File: src/rtl/pattern_writer.sv
// Wishbone write master that fills the framebuffer with a selectable test pattern,
// one pixel per ack, releasing the bus for GAP cycles after every BURST-ack tenure.
module pattern_writer #(
  parameter int HDISP = 800,
  parameter int VDISP = 480,
  parameter int BURST = 64,
  parameter int GAP   = 2
) (
  input  logic        sys_clk,
  input  logic        sys_rst,
  input  logic        enable,
  input  logic [1:0]  pattern_sel,
  output logic        cyc,
  output logic        stb,
  output logic        we,
  output logic [31:0] adr,
  output logic [31:0] dat_ms,
  output logic [3:0]  sel,
  output logic [2:0]  cti,
  output logic [1:0]  bte,
  input  logic        ack,
  output logic        frame_done,
  output logic [7:0]  frame_cnt
);

  // Pixel counters are at least 8 bits wide so the pattern bit taps always exist.
  localparam int XW      = ($clog2(HDISP) > 8) ? $clog2(HDISP) : 8;
  localparam int YW      = ($clog2(VDISP) > 8) ? $clog2(VDISP) : 8;
  localparam int BW      = $clog2(BURST + 1);
  localparam int GW      = $clog2(GAP + 1);
  localparam int BAR_LEN = HDISP / 8;
  localparam int PW      = $clog2(BAR_LEN + 1);

  typedef enum logic [1:0] {S_IDLE, S_WRITE, S_GAP} state_t;

  state_t          state_q, state_d;
  logic [XW-1:0]   x_q, x_d;
  logic [YW-1:0]   y_q, y_d;
  logic [BW-1:0]   beat_q, beat_d;
  logic [GW-1:0]   gap_q, gap_d;
  logic [PW-1:0]   bar_pos_q, bar_pos_d;
  logic [2:0]      bar_q, bar_d;
  logic [1:0]      pat_q, pat_d;
  logic [31:0]     adr_q, adr_d;
  logic [31:0]     dat_q, dat_d;
  logic [7:0]      frame_cnt_q, frame_cnt_d;
  logic            frame_done_q, frame_done_d;
  logic            last_q, last_d;
  logic            cyc_q, cyc_d;
  logic            last_pixel;
  logic            load_pixel;
  logic [23:0]     rgb;

  assign last_pixel = (x_q == XW'(HDISP - 1)) && (y_q == YW'(VDISP - 1));

  always_ff @(posedge sys_clk or posedge sys_rst) begin
    if (sys_rst) begin
      state_q      <= S_IDLE;
      x_q          <= '0;
      y_q          <= '0;
      beat_q       <= '0;
      gap_q        <= '0;
      bar_pos_q    <= '0;
      bar_q        <= '0;
      pat_q        <= '0;
      adr_q        <= '0;
      dat_q        <= '0;
      frame_cnt_q  <= '0;
      frame_done_q <= 1'b0;
      last_q       <= 1'b0;
      cyc_q        <= 1'b0;
    end else begin
      state_q      <= state_d;
      x_q          <= x_d;
      y_q          <= y_d;
      beat_q       <= beat_d;
      gap_q        <= gap_d;
      bar_pos_q    <= bar_pos_d;
      bar_q        <= bar_d;
      pat_q        <= pat_d;
      adr_q        <= adr_d;
      dat_q        <= dat_d;
      frame_cnt_q  <= frame_cnt_d;
      frame_done_q <= frame_done_d;
      last_q       <= last_d;
      cyc_q        <= cyc_d;
    end
  end

  always_comb begin
    state_d      = state_q;
    x_d          = x_q;
    y_d          = y_q;
    beat_d       = beat_q;
    gap_d        = gap_q;
    bar_pos_d    = bar_pos_q;
    bar_d        = bar_q;
    pat_d        = pat_q;
    adr_d        = adr_q;
    frame_cnt_d  = frame_cnt_q;
    frame_done_d = 1'b0;
    last_d       = last_q;
    unique case (state_q)
      S_IDLE: begin
        if (enable) begin
          state_d   = S_WRITE;
          pat_d     = pattern_sel;
          x_d       = '0;
          y_d       = '0;
          adr_d     = '0;
          beat_d    = '0;
          bar_pos_d = '0;
          bar_d     = '0;
          last_d    = 1'b0;
        end
      end
      S_WRITE: begin
        if (ack) begin
          adr_d  = adr_q + 32'd4;
          beat_d = beat_q + 1'b1;
          // The colour-bar index tracks x incrementally so no divider is needed.
          if (x_q == XW'(HDISP - 1)) begin
            x_d       = '0;
            bar_pos_d = '0;
            bar_d     = '0;
            y_d       = (y_q == YW'(VDISP - 1)) ? '0 : y_q + 1'b1;
          end else begin
            x_d = x_q + 1'b1;
            if (bar_pos_q == PW'(BAR_LEN - 1)) begin
              bar_pos_d = '0;
              bar_d     = bar_q + 3'd1;
            end else begin
              bar_pos_d = bar_pos_q + 1'b1;
            end
          end
          if (last_pixel) begin
            frame_done_d = 1'b1;
            frame_cnt_d  = frame_cnt_q + 8'd1;
            last_d       = 1'b1;
            beat_d       = '0;
            gap_d        = '0;
            state_d      = S_GAP;
          end else if (beat_q == BW'(BURST - 1)) begin
            beat_d  = '0;
            gap_d   = '0;
            state_d = S_GAP;
          end
        end
      end
      S_GAP: begin
        if (gap_q == GW'(GAP - 1)) begin
          state_d = last_q ? S_IDLE : S_WRITE;
        end else begin
          gap_d = gap_q + 1'b1;
        end
      end
      default: state_d = S_IDLE;
    endcase
  end

  // Pixel data is computed from the next coordinates so it is registered alongside adr.
  always_comb begin
    rgb        = '0;
    load_pixel = ((state_q == S_IDLE) && enable) || ((state_q == S_WRITE) && ack);
    cyc_d      = (state_d == S_WRITE);
    unique case (pat_d)
      2'd0: begin
        unique case (bar_d)
          3'd0: rgb = 24'hFFFFFF;
          3'd1: rgb = 24'hFFFF00;
          3'd2: rgb = 24'h00FFFF;
          3'd3: rgb = 24'h00FF00;
          3'd4: rgb = 24'hFF00FF;
          3'd5: rgb = 24'hFF0000;
          3'd6: rgb = 24'h0000FF;
          3'd7: rgb = 24'h000000;
          default: rgb = 24'h000000;
        endcase
      end
      2'd1: rgb = ((x_d[3:0] == 4'd0) || (y_d[3:0] == 4'd0)) ? 24'hFFFFFF : 24'h000000;
      2'd2: rgb = {x_d[7:0], y_d[7:0], frame_cnt_d};
      2'd3: rgb = (x_d[5] ^ y_d[5]) ? 24'hFFFFFF : 24'h000000;
      default: rgb = 24'h000000;
    endcase
    dat_d = load_pixel ? {8'h00, rgb} : dat_q;
  end

  assign cyc        = cyc_q;
  assign stb        = cyc_q;
  assign we         = 1'b1;
  assign adr        = adr_q;
  assign dat_ms     = dat_q;
  assign sel        = 4'hF;
  assign cti        = 3'b000;
  assign bte        = 2'b00;
  assign frame_done = frame_done_q;
  assign frame_cnt  = frame_cnt_q;

endmodule

File: config.mk
export PLATFORM = sky130hd
export DESIGN_NAME = pattern_writer
export DESIGN_NICKNAME = d
export VERILOG_FILES = /design/src/rtl/pattern_writer.sv
export SDC_FILE = /design/constraint.sdc
export NUM_CORES = 1
export LEC_CHECK = 0
export BUFFER_PORTS_ARGS = -buffer_cell sky130_fd_sc_hd__buf_4
export CAP_MARGIN = 10
export CORE_UTILIZATION = 55
export DETAILED_ROUTE_END_ITERATION = 16
export PLACE_DENSITY_LB_ADDON = 0.05
export SYNTH_ARGS = -nofsm -noshare
export SYNTH_HDL_FRONTEND = slang
export SYNTH_SLANG_ARGS = --single-unit
File: constraint.sdc
create_clock -name sys_clk -period 4.2 [get_ports sys_clk]
set_clock_uncertainty 0.1 [all_clocks]
set_input_delay 0.42 -clock sys_clk [delete_from_list [all_inputs] [get_ports sys_clk]]
set_output_delay 0.42 -clock sys_clk [all_outputs]
set_load 0.01 [all_outputs]
==> results of run 1 <==
## state kept, by name, indices dropped and copies added, names as in the netlist, 3 cells and up
register   count
x_q           10
adr           30
bar_q          3
beat_q         7
dat_ms        24
bar_pos_q      7
frame_cnt      8
y_q            9
## cells in the mapped netlist, types with 2 or more instances
library cell / n
nand2_1: 61
a22o_1: 2
a31oi_1: 16
and4b_1: 2
ha_1: 8
buf_2: 3
nor2_1: 66
or3_1: 11
clkbuf_1: 15
mux2i_1: 5
nand4_1: 13
xor2_1: 20
o22ai_1: 4
a311oi_1: 4
or4_1: 2
nand2b_1: 7
and3_1: 15
xnor2_1: 13
a21o_1: 3
a21oi_1: 36
a2111oi_4: 2
conb_1: 2
buf_4: 22
and2_1: 4
and4_1: 3
nand3_1: 33
a211oi_1: 4
a41oi_2: 3
buf_6: 4
nor2b_1: 3
nor3_1: 8
buf_1: 2
inv_1: 15
dfrtp_1: 107
o21a_1: 2
o21bai_1: 2
o31ai_1: 6
o21ai_0: 36
## stage by stage
| stage | util [%] | power [uW] |
|---|---|---|
| floorplan | - | 2716 |
| global placement | 62.34 | 3220 |
| finish | 64.17 | 3850 |
| global route | 64.17 | 4135 |
| CTS | 64.17 | 3863 |
| detailed placement | 62.34 | 3269 |
## power by group
part | internal, uW | leakage [uW] | switching [uW]
Combinational | 665 | 0.00142 | 1060
Clock | 238 | 0.0000847 | 358
Sequential | 1290 | 0.00137 | 238
Total | 2190 | 0.00288 | 1660
## worst min path at each step
stage | to | slack (ps) | cells after the start
after floorplan | x_q[9] | 340 | 1
after global placement | gap_q[0] | 360 | 1
after detailed placement | frame_cnt[7] | 390 | 1
after CTS | adr[14] | 200 | 2
after global routing | adr[10] | 250 | 2
final | adr[10] | 150 | 2
## cell type report
cell class / instances / area, um2
Inverter: 15 / 58.81
Multi-Input combinational cell: 442 / 2684
Sequential cell: 107 / 2678
Clock buffer: 12 / 145.1
Tap cell: 133 / 166.4
Fill cell: 829 / 3535
Clock inverter: 4 / 35.03
Timing Repair Buffer: 75 / 563.0
## cell families (layout without fill, tap and decap cells)
kind of cell               Yosys count  in the layout  share of synthesized area (%)
xor gates and xnor gates            33             33                          5.131
adders and majority gates            8              8                          1.777
buffers and inverters               62            106                          6.219
DFF                                107            107                          47.53
muxes                                6              6                          1.088
AOI/OAI and AO/OA                  132            132                          16.41
and+or+nand+nor                    243            243                          21.70
other                                2             20                         0.1333
## critical path: cells and delay by family (launching register included)
family             cells  cell delay [ps]
and+or+nand+nor        2              580
DFF                    1              510
AOI/OAI and AO/OA      5             1970
## metal layers
| metal | vias to the layer above | GRT usage, % | wire (um) |
|---|---|---|---|
| met4 | 0 | 7.584 | 245 |
| met5 | - | 0 | 0 |
| li1 | 2166 | - | - |
| met1 | 2252 | 38.83 | 5955 |
| met3 | 23 | 6.250 | 899 |
| met2 | 180 | 38.00 | 5856 |
==> results.yml, run 1 <==
placement:
  detailedPlacementHpwl_um: 9224
  io_buffer_count: 70
  dp_slack_ps: 855.6
  gp_congestion: 0.8840
  dpl_cell_area_um2: 6150
  placed_cells: 772
finish:
  area_growth_syn_to_layout_pct: 12.37
  nets: 664
  layout-drive-gt1-share_pct: 17.25
  final_cell_mix: "dfrtp_1 (107), buf_4 (75), nor2_1 (66)"
  final_cell_area_um2: 6330
  layout_commonest_cell: "dfrtp_1"
  instances_no_fill: 788
  antenna_cells: 0
critical_path:
  cp-start-kind: "register"
  reg2reg_from: "state_q[0]"
  critical_path.max_stage_delay_ps: 800
  critPathMaxFanout: 26
  crit-reg2reg-capture: "dat_ms[19]"
  critical_path_class: "register to register"
  critPathCaptureType: "register"
  crit_slowest_cell: "a21o_1"
  crit_path_start: "state_q[0]"
  crit_chain: "nand2b_1 -> a21o_1 -> nand2_1 -> o21ai_0 -> o41ai_2 -> o32ai_4 -> a41oi_2"
  worst_r2r_path_depth: 7
  critPathArrivalTime_ps: 3450
  r2r_slack_ps: 870
  crit_required_ps: 4320
  endpoint: "dat_ms[19]"
synth:
  ys_seq_area_share_pct: 47.53
  synth.area.top_cells: "dfrtp_1 (48%), nor2_1 (4.4%), nand2_1 (4.1%)"
  yosysTopAreaCellShare_pct: 47.53
  synth_edf_count: 0
  syn_area_per_cell_um2: 9.499
  synth-seq-cells: 107
  netlist_instances: 593
  ys.flop_type: "dfrtp_1"
  synth_top_cell_by_area: "dfrtp_1"
  syn_area_um2: 5633
  ys_async_sr_fraction_pct: 100.0
  synth.distinct_cells: 67
  ys_warn_count: 0
global_routing:
  grt_max_degree: 84
  track_usage_pct: 26.09
  grt_antenna_before_repair: 0
  grt_pass1_vias: 4095
  grt_overflow: 0
  grt_pass1_wl_um: 20890
drt:
  via_per_inst: 5.864
  drt_iter0_drc: 302
  drt_first_pass_iters: 5
  drc: 0
  vias: 4621
  antenna_left: 0
  wl_um: 12960
  routedWlPerCell_um: 16.44
clock_network:
  clk-insertion-delay-late_ps: 390
  cts_resized: 0
  clock-sinks: 107
  clockBufferDepth: 2
  cts_buffers: 9
  cts_setup_buffers: 0
  cts-root-buf: "clkbuf_8"
  hold_buffers: 0
  clkTransAtPathRegs_ps: 100
  cts.htree.levels: 3
  cts_tree: "built"
floorplan:
  die_area_um2: 10650
  core_area_um2: 9864
  die_y_um: 103.2
  start_util_pct: 57.10
  rows: 36
  pin_count: 91
  die_w_um: 103.2
pwr:
  power.density_nw_per_um2: 608.2
  leakagePower_uw: 0.002879
  vdd_drop_max_mv: 0.5409
sta:
  fin_crit_sh_pct: 79.29
  slew_viol_final: 0
  fmax_mhz: 300.3
  setup_ws_ps: 869.9
  fin_setup_tns_ps: 0
  hold_slack_ps: 153.1
  relSlewSlack_pct: 32.05
  tightest_slew_ps: 1019
  hold_viol: 0
  setup_viol: 0
  rsz0062_at_grt: "false"
  finalCriticalPeriod_ps: 3330
outcome:
  status: "finished clean"
worst_hold_path:
  hold_class: "primary input to async pin"
flow_run:
  max_cap_viol_count: 0
(Power assumes the default switching activity.)
==> run 2, diff against run 1 <==
==> constraint.sdc (replaced) <==
create_clock -name sys_clk -period 3.45 [get_ports sys_clk]
set_clock_uncertainty 0.1 [all_clocks]
set_input_delay 0.345 -clock sys_clk [delete_from_list [all_inputs] [get_ports sys_clk]]
set_output_delay 0.345 -clock sys_clk [all_outputs]
set_load 0.01 [all_outputs]
==> run 2 against run 1 <==
Compared with the run above:
- combinational power up 26%
- flip-flop and latch count unchanged
- largest cell class unchanged
- maximum frequency rose by 4.7%
- clock power up 38%
==> results.yml, run 2 (same netlist as run 1, synthesis figures left out) <==
placement:
  detailedPlacementHpwl_um: 9353
  io_buffer_count: 70
  gp_congestion: 0.9101
  dp_slack_ps: 287.6
  dpl_cell_area_um2: 6215
global_routing:
  grt_antenna_before_repair: 0
  grt_max_degree: 58
  track_usage_pct: 26.55
  grt_overflow: 0
  grt_pass1_wl_um: 21290
  grt_pass1_vias: 4155
sta:
  fin_crit_sh_pct: 92.20
  tightest_slew_ps: 1008
  relSlewSlack_pct: 32.81
  slew_viol_final: 0
  setup_ws_ps: 269.0
  fmax_mhz: 314.4
  finalCriticalPeriod_ps: 3181
  rsz0062_at_grt: "false"
  fin_setup_tns_ps: 0
  setup_viol: 0
  hold_viol: 0
  hold_slack_ps: 178.1
critical_path:
  r2r_slack_ps: 270
  worst_r2r_path_depth: 8
  reg2reg_from: "y_q[0]"
  critPathArrivalTime_ps: 3310
  critical_path_class: "register to register"
  crit-reg2reg-capture: "dat_ms[21]"
  crit_required_ps: 3580
  cp-start-kind: "register"
  critPathCaptureType: "register"
  critPathMaxFanout: 24
clock_network:
  cts-root-buf: "clkbuf_8"
  cts_tree: "built"
  clkTransAtPathRegs_ps: 110
  cts.htree.levels: 3
  cts_buffers: 9
  clock-sinks: 107
  clockBufferDepth: 2
  clk-insertion-delay-late_ps: 400
  cts_resized: 0
drt:
  routedWlPerCell_um: 16.43
  via_per_inst: 5.795
  drt_iter0_drc: 203
  drc: 0
  wl_um: 13080
  drt_first_pass_iters: 4
  antenna_left: 0
  vias: 4613
pwr:
  leakagePower_uw: 0.002942
  vdd_drop_max_mv: 0.6106
  power.density_nw_per_um2: 754.4
  power.total_uw: 4854
worst_hold_path:
  worstHoldPathCells: 3
  min_from: "pattern_sel[0]"
  min_to: "pat_q[0]"
  hold_class: "primary input to register"
floorplan:
  start_util_pct: 57.10
  rows: 36
  die_area_um2: 10650
  pin_count: 91
  core_area_um2: 9864
  die_y_um: 103.2
  die_w_um: 103.2
finish:
  layout_commonest_cell: "dfrtp_1"
  area_growth_syn_to_layout_pct: 14.22
  antenna_cells: 0
  layout-drive-gt1-share_pct: 18.40
  final_cell_area_um2: 6434
  final_cell_mix: "dfrtp_1 (107), buf_4 (81), nor2_1 (66)"
  largest_reg_flops: 30
  nets: 672
flow_run:
  max_cap_viol_count: 0
outcome:
  status: "finished clean"
## run 2: changes by cell type in the layout (fill, tap and decap cells not counted), sizes merged
cell	before	now
buf	75	82
clkbuf	12	9
inv	16	18
bufinv	0	1
clkinv	1	2
clkinvlp	2	1
dlygate4sd3	0	1
## run 2: layout make-up
class	instances	area (um2)
clock inverters	7	85.08
multi-input cells	442	2684
fillers	828	3431
repair buffers	83	638.1
inverters	15	58.81
flip-flops and latches	107	2678
well taps	133	166.4
clock buffers	9	123.9
## run 2: through the flow
| stage | cells | utilization (%) |
|---|---|---|
| after floorplan | 611 | - |
| after global placement | 779 | 63.00 |
| after detailed placement | 779 | 63.00 |
| after CTS | 796 | 65.22 |
| after global routing | 796 | 65.22 |
| final | 796 | 65.22 |
## run 2: worst max path at each step
stage                  from    endpoint  slack, ps  cells past startpoint
floorplan           sys_rst     adr[10]        190                      1
detailed placement   y_q[0]   dat_ms[6]        290                      8
global route         y_q[0]  dat_ms[21]         40                      8
finish               y_q[0]  dat_ms[21]        270                      8
global placement     y_q[0]  dat_ms[22]        410                      8
CTS                  y_q[0]  dat_ms[21]        260                      8
## run 2: worst max-delay path: stages (launching register included)
cell     delay [ps]
dfrtp_1         430
ha_1            270
nand2_1          90
or4_1           570
nand3_1         140
a21oi_1         110
and3_1          210
o32ai_4         860
a41oi_2         230
## run 2: power breakdown
part           total, uW  leakage [uW]  internal, uW  switching, uW
registers           1860       0.00137          1570            292
logic               2170       0.00147           866           1300
clock network        822      0.000105           351            471
total               4850       0.00294          2790           2070
## run 2: what timing repair did
action                                 CTS  global route
hold buffers                             1             0
endpoints found under the hold margin   50             0
buffers inserted                         0             0
## run 2: layer usage
layer	up-vias	global-route usage, %	wire length (um)
met1	2280	38.52	6313
met5	-	0	0
li1	2194	-	-
met4	0	6.934	140
met2	127	40.21	6025
met3	12	6.317	595
